[src/rtl/sort_pkg.sv]
// Shared types for the insertion sorter: FSM encoding, the cell entry record and the ordering rule.
// Entries are held at the maximum supported width and zero-extended, so DATA_WIDTH <= 32 and ADDR_WIDTH <= 16.
package sort_pkg;

  localparam int unsigned SORT_MAX_DW = 32;
  localparam int unsigned SORT_MAX_AW = 16;

  typedef enum logic {
    ST_FILL  = 1'b0,
    ST_DRAIN = 1'b1
  } sort_state_t;

  typedef struct packed {
    logic                   valid;
    logic [SORT_MAX_DW-1:0] count;
    logic [SORT_MAX_AW-1:0] addr;
  } sort_entry_t;

  // True when a stored count stays ahead of (or ties) a new count; ties keep arrival order.
  function automatic logic sort_precedes(input logic [SORT_MAX_DW-1:0] stored,
                                         input logic [SORT_MAX_DW-1:0] incoming,
                                         input logic                   desc);
    return desc ? (stored >= incoming) : (stored <= incoming);
  endfunction

endpackage

[src/rtl/insertion_sorter_if.sv]
// Load/readout bus of the insertion sorter; master is the producer/consumer, slave is the sorter.
interface insertion_sorter_if #(
  parameter int unsigned DATA_WIDTH = 16,
  parameter int unsigned ADDR_WIDTH = 4,
  parameter int unsigned DEPTH      = 10
);
  localparam int unsigned OCC_W = $clog2(DEPTH + 1);

  logic                  clear;
  logic                  in_valid;
  logic                  in_ready;
  logic [DATA_WIDTH-1:0] in_count;
  logic [ADDR_WIDTH-1:0] in_addr;
  logic                  drain_req;
  logic                  out_valid;
  logic                  out_ready;
  logic [DATA_WIDTH-1:0] out_count;
  logic [ADDR_WIDTH-1:0] out_addr;
  logic [OCC_W-1:0]      occupancy;
  logic                  full;
  logic                  empty;

  modport master (
    output clear, in_valid, in_count, in_addr, drain_req, out_ready,
    input  in_ready, out_valid, out_count, out_addr, occupancy, full, empty
  );

  modport slave (
    input  clear, in_valid, in_count, in_addr, drain_req, out_ready,
    output in_ready, out_valid, out_count, out_addr, occupancy, full, empty
  );

endinterface

[src/rtl/sort_cell.sv]
// One sort position: keeps, takes the new entry or takes its upstream neighbour on insert;
// takes its downstream neighbour on a readout shift.
module sort_cell
  import sort_pkg::*;
#(
  parameter bit DESCENDING = 1'b1
) (
  input  logic        clk,
  input  logic        rst_n,
  input  logic        clear,
  input  logic        insert,
  input  logic        shift,
  input  sort_entry_t new_entry,
  input  sort_entry_t prev_entry,
  input  logic        prev_keep,
  input  sort_entry_t next_entry,
  output sort_entry_t entry,
  output logic        keep_c
);

  // An empty cell never stays ahead of a real entry, so empties always sink to the tail.
  assign keep_c = entry.valid && sort_precedes(entry.count, new_entry.count, DESCENDING);

  always_ff @(posedge clk or negedge rst_n) begin
    if (!rst_n) begin
      entry <= '0;
    end else if (clear) begin
      entry <= '0;
    end else if (insert) begin
      if (!keep_c) entry <= prev_keep ? new_entry : prev_entry;
    end else if (shift) begin
      entry <= next_entry;
    end
  end

endmodule

[src/rtl/insertion_sorter.sv]
// Stable insertion sorter: entries are sorted on arrival into a chain of cells, then read out
// head-first after a drain request.
module insertion_sorter
  import sort_pkg::*;
#(
  parameter int unsigned DATA_WIDTH = 16,
  parameter int unsigned ADDR_WIDTH = 4,
  parameter int unsigned DEPTH      = 10,
  parameter bit          DESCENDING = 1'b1
) (
  input logic               clk,
  input logic               rst_n,
  insertion_sorter_if.slave sif
);

  localparam int unsigned OCC_W = $clog2(DEPTH + 1);

  sort_state_t      state_q, state_d;
  logic [OCC_W-1:0] occ_q;
  logic             full_c, ready_c, out_valid_c, accept, consume;
  sort_entry_t      new_entry;
  sort_entry_t      cell_entry  [DEPTH];
  logic             cell_keep_c [DEPTH];

  assign full_c      = (occ_q == OCC_W'(DEPTH));
  assign ready_c     = (state_q == ST_FILL) && !full_c;
  assign out_valid_c = (state_q == ST_DRAIN) && cell_entry[0].valid;
  assign accept      = sif.in_valid && ready_c;
  assign consume     = out_valid_c && sif.out_ready;

  assign new_entry = '{valid: 1'b1,
                       count: SORT_MAX_DW'(sif.in_count),
                       addr:  SORT_MAX_AW'(sif.in_addr)};

  assign sif.in_ready  = ready_c;
  assign sif.out_valid = out_valid_c;
  assign sif.out_count = out_valid_c ? DATA_WIDTH'(cell_entry[0].count) : '0;
  assign sif.out_addr  = out_valid_c ? ADDR_WIDTH'(cell_entry[0].addr) : '0;
  assign sif.occupancy = occ_q;
  assign sif.full      = full_c;
  assign sif.empty     = (occ_q == '0);

  always_ff @(posedge clk or negedge rst_n) begin
    if (!rst_n) state_q <= ST_FILL;
    else        state_q <= state_d;
  end

  // A drain request accompanied by an accept still counts when the chain was empty.
  always_comb begin
    state_d = state_q;
    if (sif.clear) begin
      state_d = ST_FILL;
    end else begin
      case (state_q)
        ST_FILL:  if (sif.drain_req && ((occ_q != '0) || accept)) state_d = ST_DRAIN;
        ST_DRAIN: if (consume && (occ_q == OCC_W'(1)))            state_d = ST_FILL;
        default:  state_d = ST_FILL;
      endcase
    end
  end

  always_ff @(posedge clk or negedge rst_n) begin
    if (!rst_n)        occ_q <= '0;
    else if (sif.clear) occ_q <= '0;
    else if (accept)   occ_q <= occ_q + OCC_W'(1);
    else if (consume)  occ_q <= occ_q - OCC_W'(1);
  end

  // Cell 0 sees a virtual upstream cell that always keeps; the tail shifts in an empty entry.
  for (genvar i = 0; i < DEPTH; i++) begin : g_cell
    sort_entry_t prev_e, next_e;
    logic        prev_k;

    if (i == 0) begin : g_first
      assign prev_e = '0;
      assign prev_k = 1'b1;
    end else begin : g_up
      assign prev_e = cell_entry[i-1];
      assign prev_k = cell_keep_c[i-1];
    end

    if (i == DEPTH - 1) begin : g_last
      assign next_e = '0;
    end else begin : g_down
      assign next_e = cell_entry[i+1];
    end

    sort_cell #(.DESCENDING(DESCENDING)) u_cell (
      .clk        (clk),
      .rst_n      (rst_n),
      .clear      (sif.clear),
      .insert     (accept),
      .shift      (consume),
      .new_entry  (new_entry),
      .prev_entry (prev_e),
      .prev_keep  (prev_k),
      .next_entry (next_e),
      .entry      (cell_entry[i]),
      .keep_c     (cell_keep_c[i])
    );
  end

endmodule

[src/flat_wrapper.sv]
// flat-port wrapper written by rule: the top's interface ports become plain ports
module insertion_sorter_flat import sort_pkg::*;
#(
  parameter int unsigned DATA_WIDTH = 16,
  parameter int unsigned ADDR_WIDTH = 4,
  parameter int unsigned DEPTH      = 10,
  parameter bit          DESCENDING = 1'b1
)
  (clk, rst_n, sif_clear, sif_in_valid, sif_in_count, sif_in_addr, sif_drain_req, sif_out_ready, sif_in_ready, sif_out_valid, sif_out_count, sif_out_addr, sif_occupancy, sif_full, sif_empty);
  insertion_sorter_if #(.DATA_WIDTH(DATA_WIDTH), .ADDR_WIDTH(ADDR_WIDTH), .DEPTH(DEPTH)) sif_i ();
  input logic clk;
  input logic rst_n;
  input wire logic [$bits(sif_i.clear)-1:0] sif_clear;
  input wire logic [$bits(sif_i.in_valid)-1:0] sif_in_valid;
  input wire logic [$bits(sif_i.in_count)-1:0] sif_in_count;
  input wire logic [$bits(sif_i.in_addr)-1:0] sif_in_addr;
  input wire logic [$bits(sif_i.drain_req)-1:0] sif_drain_req;
  input wire logic [$bits(sif_i.out_ready)-1:0] sif_out_ready;
  output wire logic [$bits(sif_i.in_ready)-1:0] sif_in_ready;
  output wire logic [$bits(sif_i.out_valid)-1:0] sif_out_valid;
  output wire logic [$bits(sif_i.out_count)-1:0] sif_out_count;
  output wire logic [$bits(sif_i.out_addr)-1:0] sif_out_addr;
  output wire logic [$bits(sif_i.occupancy)-1:0] sif_occupancy;
  output wire logic [$bits(sif_i.full)-1:0] sif_full;
  output wire logic [$bits(sif_i.empty)-1:0] sif_empty;
  assign sif_i.clear = sif_clear;
  assign sif_i.in_valid = sif_in_valid;
  assign sif_i.in_count = sif_in_count;
  assign sif_i.in_addr = sif_in_addr;
  assign sif_i.drain_req = sif_drain_req;
  assign sif_i.out_ready = sif_out_ready;
  assign sif_in_ready = sif_i.in_ready;
  assign sif_out_valid = sif_i.out_valid;
  assign sif_out_count = sif_i.out_count;
  assign sif_out_addr = sif_i.out_addr;
  assign sif_occupancy = sif_i.occupancy;
  assign sif_full = sif_i.full;
  assign sif_empty = sif_i.empty;
  insertion_sorter #(.DATA_WIDTH(DATA_WIDTH), .ADDR_WIDTH(ADDR_WIDTH), .DEPTH(DEPTH), .DESCENDING(DESCENDING)) u_core (.clk(clk), .rst_n(rst_n), .sif(sif_i));
endmodule
[config.mk]
export PLATFORM = sky130hd
export DESIGN_NAME = insertion_sorter_flat
export DESIGN_NICKNAME = d
export VERILOG_FILES = /design/src/rtl/sort_pkg.sv /design/src/rtl/insertion_sorter_if.sv /design/src/rtl/sort_cell.sv /design/src/rtl/insertion_sorter.sv /design/src/flat_wrapper.sv
export SDC_FILE = /design/constraint.sdc
export NUM_CORES = 1
export LEC_CHECK = 0
export BUFFER_PORTS_ARGS = -buffer_cell sky130_fd_sc_hd__buf_2
export CORE_MARGIN = 5
export CORE_UTILIZATION = 40
export CTS_BUF_LIST = sky130_fd_sc_hd__clkbuf_8 sky130_fd_sc_hd__clkbuf_16
export CTS_CLUSTER_SIZE = 10
export DETAILED_ROUTE_END_ITERATION = 10
export GPL_ROUTABILITY_DRIVEN = 0
export PLACE_DENSITY = 0.6
export SLEW_MARGIN = 20
export SYNTH_ARGS = -nofsm -noshare
export SYNTH_HDL_FRONTEND = slang
export SYNTH_SLANG_ARGS = --single-unit
[constraint.sdc]
create_clock -name clk -period 7.5 [get_ports clk]
set_input_delay 0.75 -clock clk [delete_from_list [all_inputs] [get_ports clk]]
set_output_delay 0.75 -clock clk [all_outputs]
set_load 0.005 [all_outputs]
# Yosys cells after proc, flatten, opt, wreduce, memory -nomap -nowiden
# Cells that the tools add are included.
[word_totals]
reg_bits = 495
latch_bits = 0
ramBits = 0
romBits = 0
input_bits = 26
out_inout_bits = 28
wordCells = 146
memories = 0
[classes]
add_sub_neg = 2
n_mul = 0
div_mod_pow = 0
magnitude_cmp = 10
eq_ne = 12
shifts = 0
n_mux = 58
bitwise = 1
n_reduce_logical = 31
[op_table]
columns = ["op", "n"]
rows = [
  ["$mux 49", 49],
  ["$ge 32x16->1", 10],
  ["$ne 3x3->1 const B", 10],
  ["$reduce_and 2->1", 10],
  ["$logic_and 1x1->1", 16],
  ["$mux 16", 1],
  ["$mux 4", 4],
  ["$add 4x1->4 const B", 1],
  ["$eq 4x1->1 const B", 1],
  ["$eq 4x4->1 const B", 1],
  ["$logic_not 4->1", 1],
  ["$reduce_bool 4->1", 1],
  ["$sub 4x1->4 const B", 1],
  ["$mux 1", 3],
  ["$reduce_bool 3->1", 1],
  ["$pmux 1 s2", 1],
  ["$logic_not 1->1", 1],
  ["$logic_or 1x1->1", 1],
  ["$not 1->1", 1],
]

# Logic depth before layout (Yosys ltp)
# Gate-level depths: netlist (run 1).
[depth]
depth_word = 9
ltp_mapped = 13
ltp_nobuf = 9

# Modules after synthesis
# Synthesis (run 1) repeated with hierarchy kept, for this count alone.
[unflattened]
hier_cells = 5025
hier_area_um2 = 44114.8
[by_module_without_submodules]
columns = ["mod", "instances", "cells_each", "area_per_inst_um2", "seq_area_each_um2"]
rows = [
  ["sort_cell (u_core.g_cell[0].u_cell ...)", 9, 499, 4369.2, 1226.2],
  ["sort_cell (u_core.g_cell[9].u_cell)", 1, 464, 4220.3, 1226.2],
  ["insertion_sorter", 1, 70, 571.8, 125.1],
]

# Least setup slack after synthesis (run 1)
# Ideal clock, no wire load.
[synth_timing]
path_type = "input to register"
startpoint = "in sif_in_count[13]"
endpoint = "reg u_core.g_cell[7].u_cell.entry[37] (netlist name)"
setup_time_ps = 126
arrival_time_ps = 3438
required_time_ps = 7374
path_slack_ps = 3936
cell_stages = 12
path_buffers = 3
path_cell_list = "clkbuf_1 inv_1 ha_1 nand4_1 nor3_1 or4b_1 a31oi_4 a21oi_2 and3_1 buf_2 buf_6 a221o_1"
[synth_via]
elab_chain_cells = 6
word_cells_on_any_way = 10
classes_between = "2 x order compare; 1 x eq/ne; 4 x mux; 3 x reduce/logical"
[synth_rtl]
columns = ["element", "line", "rtl"]
rows = [
  ["from (decl)", "flat_wrapper.sv:15", "input wire logic [$bits(sif_i.in_count)-1:0] sif_in_count;"],
  ["$ge 32x16->1", "sort_pkg.sv:23", "return desc ? (stored >= incoming) : (stored <= incoming);"],
  ["$logic_and 1x1->1", "sort_cell.sv:22", "assign keep_c = entry.valid && sort_precedes(entry.count, new_entry.count, DESCENDING);"],
  ["$mux 49 (2 in series)", "sort_cell.sv:30", "if (!keep_c) entry <= prev_keep ? new_entry : prev_entry;"],
  ["$mux 49", "sort_cell.sv:29", "end else if (insert) begin"],
  ["$mux 49", "sort_cell.sv:27", "end else if (clear) begin"],
  ["to (signal assigned)", "sort_cell.sv:30", ""],
  ["to (signal assigned)", "sort_cell.sv:32", "entry <= next_entry;"],
  ["to (decl)", "sort_cell.sv:17", "output sort_entry_t entry,"],
]
# Several ways; a longest one is shown, not always the timed one. The select of a mux whose other input is x is not followed.
# A chain may end at the register's enable or synchronous reset.

# Final worst setup path (run 1)
[layout_timing]
startpoint = "in sif_in_count[15]"
endpoint = "reg u_core.g_cell[1].u_cell.entry[40] (netlist name)"
[layout_via]
elab_chain_cells = 6
word_cells_on_any_way = 10
classes_between = "2 x order compare; 1 x eq/ne; 4 x mux; 3 x reduce/logical"
[layout_rtl]
columns = ["element", "line"]
rows = [
  ["$ge 32x16->1", "sort_pkg.sv:23"],
  ["$logic_and 1x1->1", "sort_cell.sv:22"],
  ["$mux 49 (2 in series)", "sort_cell.sv:30"],
  ["$mux 49", "sort_cell.sv:29"],
  ["$mux 49", "sort_cell.sv:27"],
  ["to (signal assigned)", "sort_cell.sv:30"],
  ["to (signal assigned)", "sort_cell.sv:32"],
  ["to (decl)", "sort_cell.sv:17"],
]
# Several ways; a longest one is shown, not always the timed one. The select of a mux whose other input is x is not followed.

==> results.md, run 1 <==
* Mapped Nets at 2578
* Setup fix buffers added after clock tree synthesis at 0
* Worst min-delay path category: input pin to async pin
* Critical path fanouts, max at 27
* GRT Util Overall at 24.4%
* Setup repair after global routing missed its margin: false
* Syn_area_per_cell at a little under 10 sq um
* Antenna violations before repair at 4
* Global route total overflow at 0
* Share of flip-flops with an asynchronous set or reset after synthesis at between 90% and 100%
* Final antenna-violating net count at 0
* VDD IR max at 0.231 mV
* Total DRC errors in the routed layout at 0
* Clock input transition at the sequential cells of the worst setup and hold paths at around 0.050 ns
* GRT busiest layer: met2
* Count of flip-flops with a built-in enable after synthesis at 0
* Hold-fix buffers at CTS at 0
* FMAX at 210 MHz
* H-tree level count at 2
* Post-DR vias/cell at roughly 6.5
* Area share of the largest cell type after synthesis at 40.7%
* Maximum number of pins on one net before global-route repair at 130
* Final setup violation count at 0
* Period minus WS final at between 4 and 5 ns
* Number of buffers added on ports at 53
* Slew at the pin with the worst max-slew slack at between 1 and 1.5 ns
* Area growth, synth to finish at 9.17%
* Cell-by-cell trace of the critical path: buf_2 > inv_1 > ha_1 > nand4_1 > nor4_1 > nor3_1 > nand3_2 > o21a_1 > a21o_1 > buf_4 > a221o_1
* Classification of the worst setup path: input pin to flop
* Startpoint type of the worst setup path: input pin
* Critical path's largest stage delay at 0.99 ns
* Routed WL at 79400 um
* Worst hold-check slack at 0.215 ns
* Estimated wirelength of the detail-placed design at 53000 um
* Pleak at roughly 0.011 uW
* Wire length of the first global-routing pass at 123000 um
* Worst setup startpoint: sif_in_count[15]
* Met2 track demand over resource in global routing at 38.4%
* GR met1 Demand/Resource at 33.4%
* Finished Layout Cells at between 3000 and 4000
* Number of cells upsized or downsized after cts at 0
* Total iterations of the first detailed-routing run at 5
* Overall die height at 250 um
* Slowest CP cell: sky130_fd_sc_hd__o21a_1
* Required time worst endpoint at 8.02 ns
* Total power divided by cell area at 264 mW/mm^2
* Post-synth top flop: sky130_fd_sc_hd__dfrtp_1
* Buffer levels on the longest clock path at 3
* Number of clock buffers inserted by TritonCTS at 46
* Post-synthesis instance area at 0.0231 sq mm
* Total die area at 0.0626 sq mm
* Post-synth top cells: sky130_fd_sc_hd__dfrtp_1 (375), sky130_fd_sc_hd__nand2_1 (173), sky130_fd_sc_hd__ha_1 (164), sky130_fd_sc_hd__clkbuf_1 (143), sky130_fd_sc_hd__a21oi_1 (130)
* Die Span X at 250 um
* Effective utilization at floorplan at between 40% and 50%
* Insertion delay of the later-clocked pin in the worst-skew pair at 0.60 ns
* Met3 track utilization from global routing at 4.24%
* Count of max-cap constraint violations at 0
* Cells after synthesis at 2388
* Total via count in the routed design at 20200
* Worst clock skew on the final layout at around 0.026 ns
* Yosys warns at 0
* Buffer type at the clock tree root: sky130_fd_sc_hd__clkbuf_16
* Top-Level Pins at 54
* Overall power consumption at 6650 uW
* Result of the run: completed
* Period Utilization, post-route at 63.6%
* Number of endpoints with negative hold slack in the final report at 0
* Number of register bits inferred by synthesis at roughly 380
* Average wire length per cell after detail routing at roughly 26 um
* RR Startpoint: u_core.sif.occupancy[0]
* 1st-iter DRT viols at a little over 2000
* DP Cell Count at just over 3000
* Core area at 0.0575 sq mm
* Slew Limit Fails at 0
* Reg2reg setup slack at slightly below 3 ns
* Arrival time at the worst endpoint at approximately 5.3 ns
* Final setup TNS at 0 ns
* Cell type with the highest aggregate area in the netlist: sky130_fd_sc_hd__dfrtp_1
* Top cells by area in the synthesized netlist: sky130_fd_sc_hd__dfrtp_1 (41%), sky130_fd_sc_hd__ha_1 (8.9%), sky130_fd_sc_hd__a221o_1 (5.0%)
* Critical path endpoint category: flop
* Total number of placement rows at 88
* Net count reported at finish at 2511
* Number of distinct library cell variants in the gate-level netlist after synthesis at just under 70
* Sequential cell area fraction in the yosys report at between 40% and 50%
* TritonCTS clock tree: done
* Vias in the first global route at 20100
* Slew headroom at between 20% and 30%
* Ratio of cells with drive above 1 in the final layout at a little under 9%
* Leading cell type by number of instances after synthesis: sky130_fd_sc_hd__dfrtp_1
* CTS Sinks at about 380
-- final cells by class --
type	count	area, sq um
clock inverters	13	80.1
inverters	96	360
well taps	765	957
flip-flops and latches	375	9390
repair buffers	96	627
clock buffers	55	1290
multi-input cells	1706	12500
fillers	5491	32300
diodes	1	2.50
-- state kept, by name, summed over array words and instances (netlist names) --
register and flops:
u_core.sif.occupancy 4, u_core.g_cell.u_cell.entry 370, u_core.state_q 1
-- final timing paths --
kind	end	cells after the start
worst max-delay path	u_core.g_cell[1].u_cell.entry[40]	11
worst min-delay path	u_core.g_cell[9].u_cell.entry[37]	1
worst max register to register	u_core.g_cell[4].u_cell.entry[36]	10
worst min register to register	u_core.g_cell[8].u_cell.entry[16]	2
max in group asynchronous	u_core.g_cell[1].u_cell.entry[48]	2
min in group clk	u_core.state_q	3
-- layout by cell type (no fill, tap or decap), drive strengths merged, types with 5 or more instances in the layout --
cell type and count:
clkbuf 55, mux2i 101, a22o 37, a211o 5, ha 164, a21oi 133
a221oi 41, nor3 95, nor4 30, dfrtp 375, nand2 174, a311oi 21
a31oi 6, mux2 19, a221o 116, o41ai 41, a211oi 10, inv 104
o31ai 37, nand3 51, a21o 20, nor3b 52, o2bb2ai 41, nor2b 6
buf 96, o21a 7, and3 23, nand4 29, o21ai 94, o211ai 7
nor2 116, o221ai 39, and2 104, a22oi 23, nand2b 12, o32ai 20
-- worst max-delay path: cells and delay by family --
| kind | cells | cell delay (ns) |
|---|---|---|
| AND/OR/NAND/NOR | 4 | 1.45 |
| AO/OA/AOI/OAI | 3 | 1.67 |
| adder cells (fa/ha/maj) | 1 | 0.41 |
| buffers and inverters | 3 | 0.96 |
-- power breakdown --
part           internal [uW]  leakage, uW  switching (uW)
Sequential              2250      0.00517             352
Combinational            645      0.00523            1310
Clock                   1200     0.000701             902
-- kinds of logic (layout without fill, tap and decap cells) --
group | Yosys count | count (layout) | share of synthesized area, %
flops | 375 | 375 | 40.7
other cells | 0 | 1 | 0
fa+ha+maj | 164 | 164 | 8.89
simple gates | 708 | 708 | 15.7
mux | 120 | 120 | 5.31
compound gates | 712 | 712 | 23.7
xor+xnor | 2 | 2 | 0.0759
buf+inv | 307 | 260 | 5.59
-- stage by stage --
step	cell area (sq um)	setup slack, ns	utilization, %
global placement	23800	2.09	41.4
floorplan	23100	3.94	-
global route	25200	2.62	43.8
detailed placement	23800	1.93	41.4
CTS	25200	2.56	43.8
finish	25200	2.73	43.8
-- layer usage --
metal / vias up / part of all wire (%) / routed length (um)
li1: 8936 / - / -
met1: 10200 / 43 / 34000
met2: 882 / 46 / 36300
met3: 206 / 6.9 / 5450
met4: 4 / 4.6 / 3630
met5: - / 0.028 / 22
No activity file was read; power rests on OpenSTA's default activity.
==> run 2, diff against run 1 <==
==> constraint.sdc (replaced) <==
create_clock -name clk -period 4.9 [get_ports clk]
set_input_delay 0.49 -clock clk [delete_from_list [all_inputs] [get_ports clk]]
set_output_delay 0.49 -clock clk [all_outputs]
set_load 0.005 [all_outputs]
==> run 2 against run 1 <==
  * Sequential share of layout area fell by 0.13 points
  * Via count down 1.2%
  * Power up 49%
==> results.md, run 2 (synthesized netlist as in run 1, its figures left out) <==
* Global route total overflow at 0
* Required time worst endpoint at about 5.3 ns
* Core area at 0.0575 sq mm
* Post-DR vias/cell at 6.38
* Slew Limit Fails at 0
* Number of buffers added on ports at 53
* Die Span X at 250 um
* Ratio of cells with drive above 1 in the final layout at about 9.2%
* Antenna violations before repair at 2
* Number of endpoints with negative hold slack in the final report at 0
* Most frequent standard cell in the layout excluding fill and tap cells: sky130_fd_sc_hd__dfrtp_1
* Area growth, synth to finish at 9.55%
* Number of flip-flops in the largest register at 370
* Total iterations of the first detailed-routing run at 6
* Final setup TNS at 0 ns
* Worst path setup slack after routing at 1.16 ns
* Total via count in the routed design at around 20000
* TritonCTS clock tree: done
* Result of the run: completed
* Setup repair after global routing missed its margin: false
* Overall die height at 250 um
* Critical path's largest stage delay at 0.75 ns
* Routed WL at 72800 um
* Maximum number of pins on one net before global-route repair at between 150 and 200
* Period Utilization, post-route at 76.3%
* Arrival time at the worst endpoint at 4.17 ns
* Slowest CP cell: sky130_fd_sc_hd__nand2b_1
* Finished Layout Cells at between 3000 and 4000
* Length in cells of the worst reg-to-reg path at 8
* H-tree level count at 2
* Overall power consumption at 9940 uW
* Buffer type at the clock tree root: sky130_fd_sc_hd__clkbuf_16
* DP Cell Count at 3058
* Slew headroom at 26.1%
* Worst min-delay path category: input pin to flop
* Total number of placement rows at a little under 90
* Wire length of the first global-routing pass at approximately 120000 um
* Top-Level Pins at between 50 and 60
* Count of max-cap constraint violations at 0
* Net count reported at finish at roughly 2500
* Post-Place Worst Slack at about 0.85 ns
* Total DRC errors in the routed layout at 0
* Final antenna-violating net count at 0
* Total die area at 0.0626 sq mm
* Top reg by flops: u_core.g_cell.u_cell.entry
* Estimated wirelength of the detail-placed design at 50700 um
* Area taken by flip-flops and latches at 0.00939 sq mm
* Worst clock skew on the final layout at 0.0147 ns
* Final setup violation count at 0
* Vias in the first global route at ~20000
* Insertion delay of the later-clocked pin in the worst-skew pair at 0.58 ns
* GRT Util Overall at a little under a quarter
* Hold Path Cell Cnt at 3
* Fill cell instance count of the final layout at 5516
* Total power divided by cell area at 393 mW/mm^2
* Clock input transition at the sequential cells of the worst setup and hold paths at 0.06 ns
* Pleak at around 0.011 uW
* Cell-by-cell trace of the critical path: inv_1 > ha_1 > and3b_1 > or3b_4 > or2_1 > a21oi_4 > nand2b_1 > o31ai_1
* Commonest non-fill, non-tap cells in the layout: sky130_fd_sc_hd__dfrtp_1 (374), sky130_fd_sc_hd__nand2_1 (173), sky130_fd_sc_hd__ha_1 (164)
* Critical path endpoint category: flop
* Buffer levels on the longest clock path at 3
* Startpoint type of the worst setup path: flop
* VDD IR max at 0.363 mV
* CTS Sinks at 375
* Critical path fanouts, max at 45
* Period minus WS final at about 3.7 ns
* Classification of the worst setup path: flop to flop
* Number of clock buffers inserted by TritonCTS at 45
* Total area of multi-input combinational cells at 0.0125 sq mm
* 1st-iter DRT viols at around 2100
* Number of cells upsized or downsized after cts at 0
* Slew at the pin with the worst max-slew slack at 1.10 ns
* FMAX at ~270 MHz
* Average wire length per cell after detail routing at 23.3 um
* Effective utilization at floorplan at between 40% and 50%
[run 2: where the power goes]
part | total, uW | internal, uW | switching [uW]
clock | 3100 | 1750 | 1350
combinational | 2880 | 1020 | 1860
sequential | 3950 | 3450 | 507
total | 9940 | 6220 | 3720
[run 2: area by class of cell]
class / count / area share [%]
Inverter: 96 / 1.43
Multi-Input combinational cell: 1706 / 49.3
Sequential cell: 375 / 37.1
Timing Repair Buffer: 117 / 3.20
Clock inverter: 13 / 0.317
Tap cell: 765 / 3.79
Antenna cell: 1 / 0.00990
Clock buffer: 51 / 4.82
[run 2: what timing repair did]
action / CTS / global route
hold endpoints to repair: 75 / 0
setup buffers: 0 / 0
hold buffers: 1 / 0
[run 2: final timing paths]
path,from,end,slack (ns)
min in group asynchronous,rst_n,u_core.g_cell[8].u_cell.entry[34],0.48
setup / recovery,u_core.sif.occupancy[0],u_core.g_cell[3].u_cell.entry[16],1.16
hold / removal,sif_drain_req,u_core.state_q,0.16
hold reg to reg,u_core.g_cell[9].u_cell.entry[16],u_core.g_cell[8].u_cell.entry[16],0.51
setup reg to reg,u_core.sif.occupancy[0],u_core.g_cell[3].u_cell.entry[16],1.16
max in group asynchronous,rst_n,u_core.g_cell[1].u_cell.entry[2],3.31
[run 2: worst max-delay path, delay by kind of cell, from the launching register on]
family	cells	cell delay, ns
AND/OR/NAND/NOR	4	2.21
AO/OA/AOI/OAI	2	0.54
flip-flops	1	0.49
adder cells (fa/ha/maj)	1	0.20
buffers and inverters	1	0.11
[run 2: metrics by stage]
step / area [sq um] / hold slack (ns) / util [%]
6_report: 25300 / 0.161 / 44.0
3_3_place_gp: 24000 / 0.488 / 41.7
3_5_place_dp: 24000 / 0.493 / 41.7
2_1_floorplan: 23100 / 0.194 / -
5_1_grt: 25300 / 0.202 / 44.0
4_1_cts: 25300 / 0.131 / 44.0
[run 2: layer usage]
metal  vias to the layer above  global-route usage [%]  share of wire [%]
li1                       8981                       -                  -
met1                     10100                    31.5                 44
met2                       662                    36.8                 47
met3                       160                    3.00                5.2
met4                         4                    6.92                3.1
met5                         -                       0              0.036
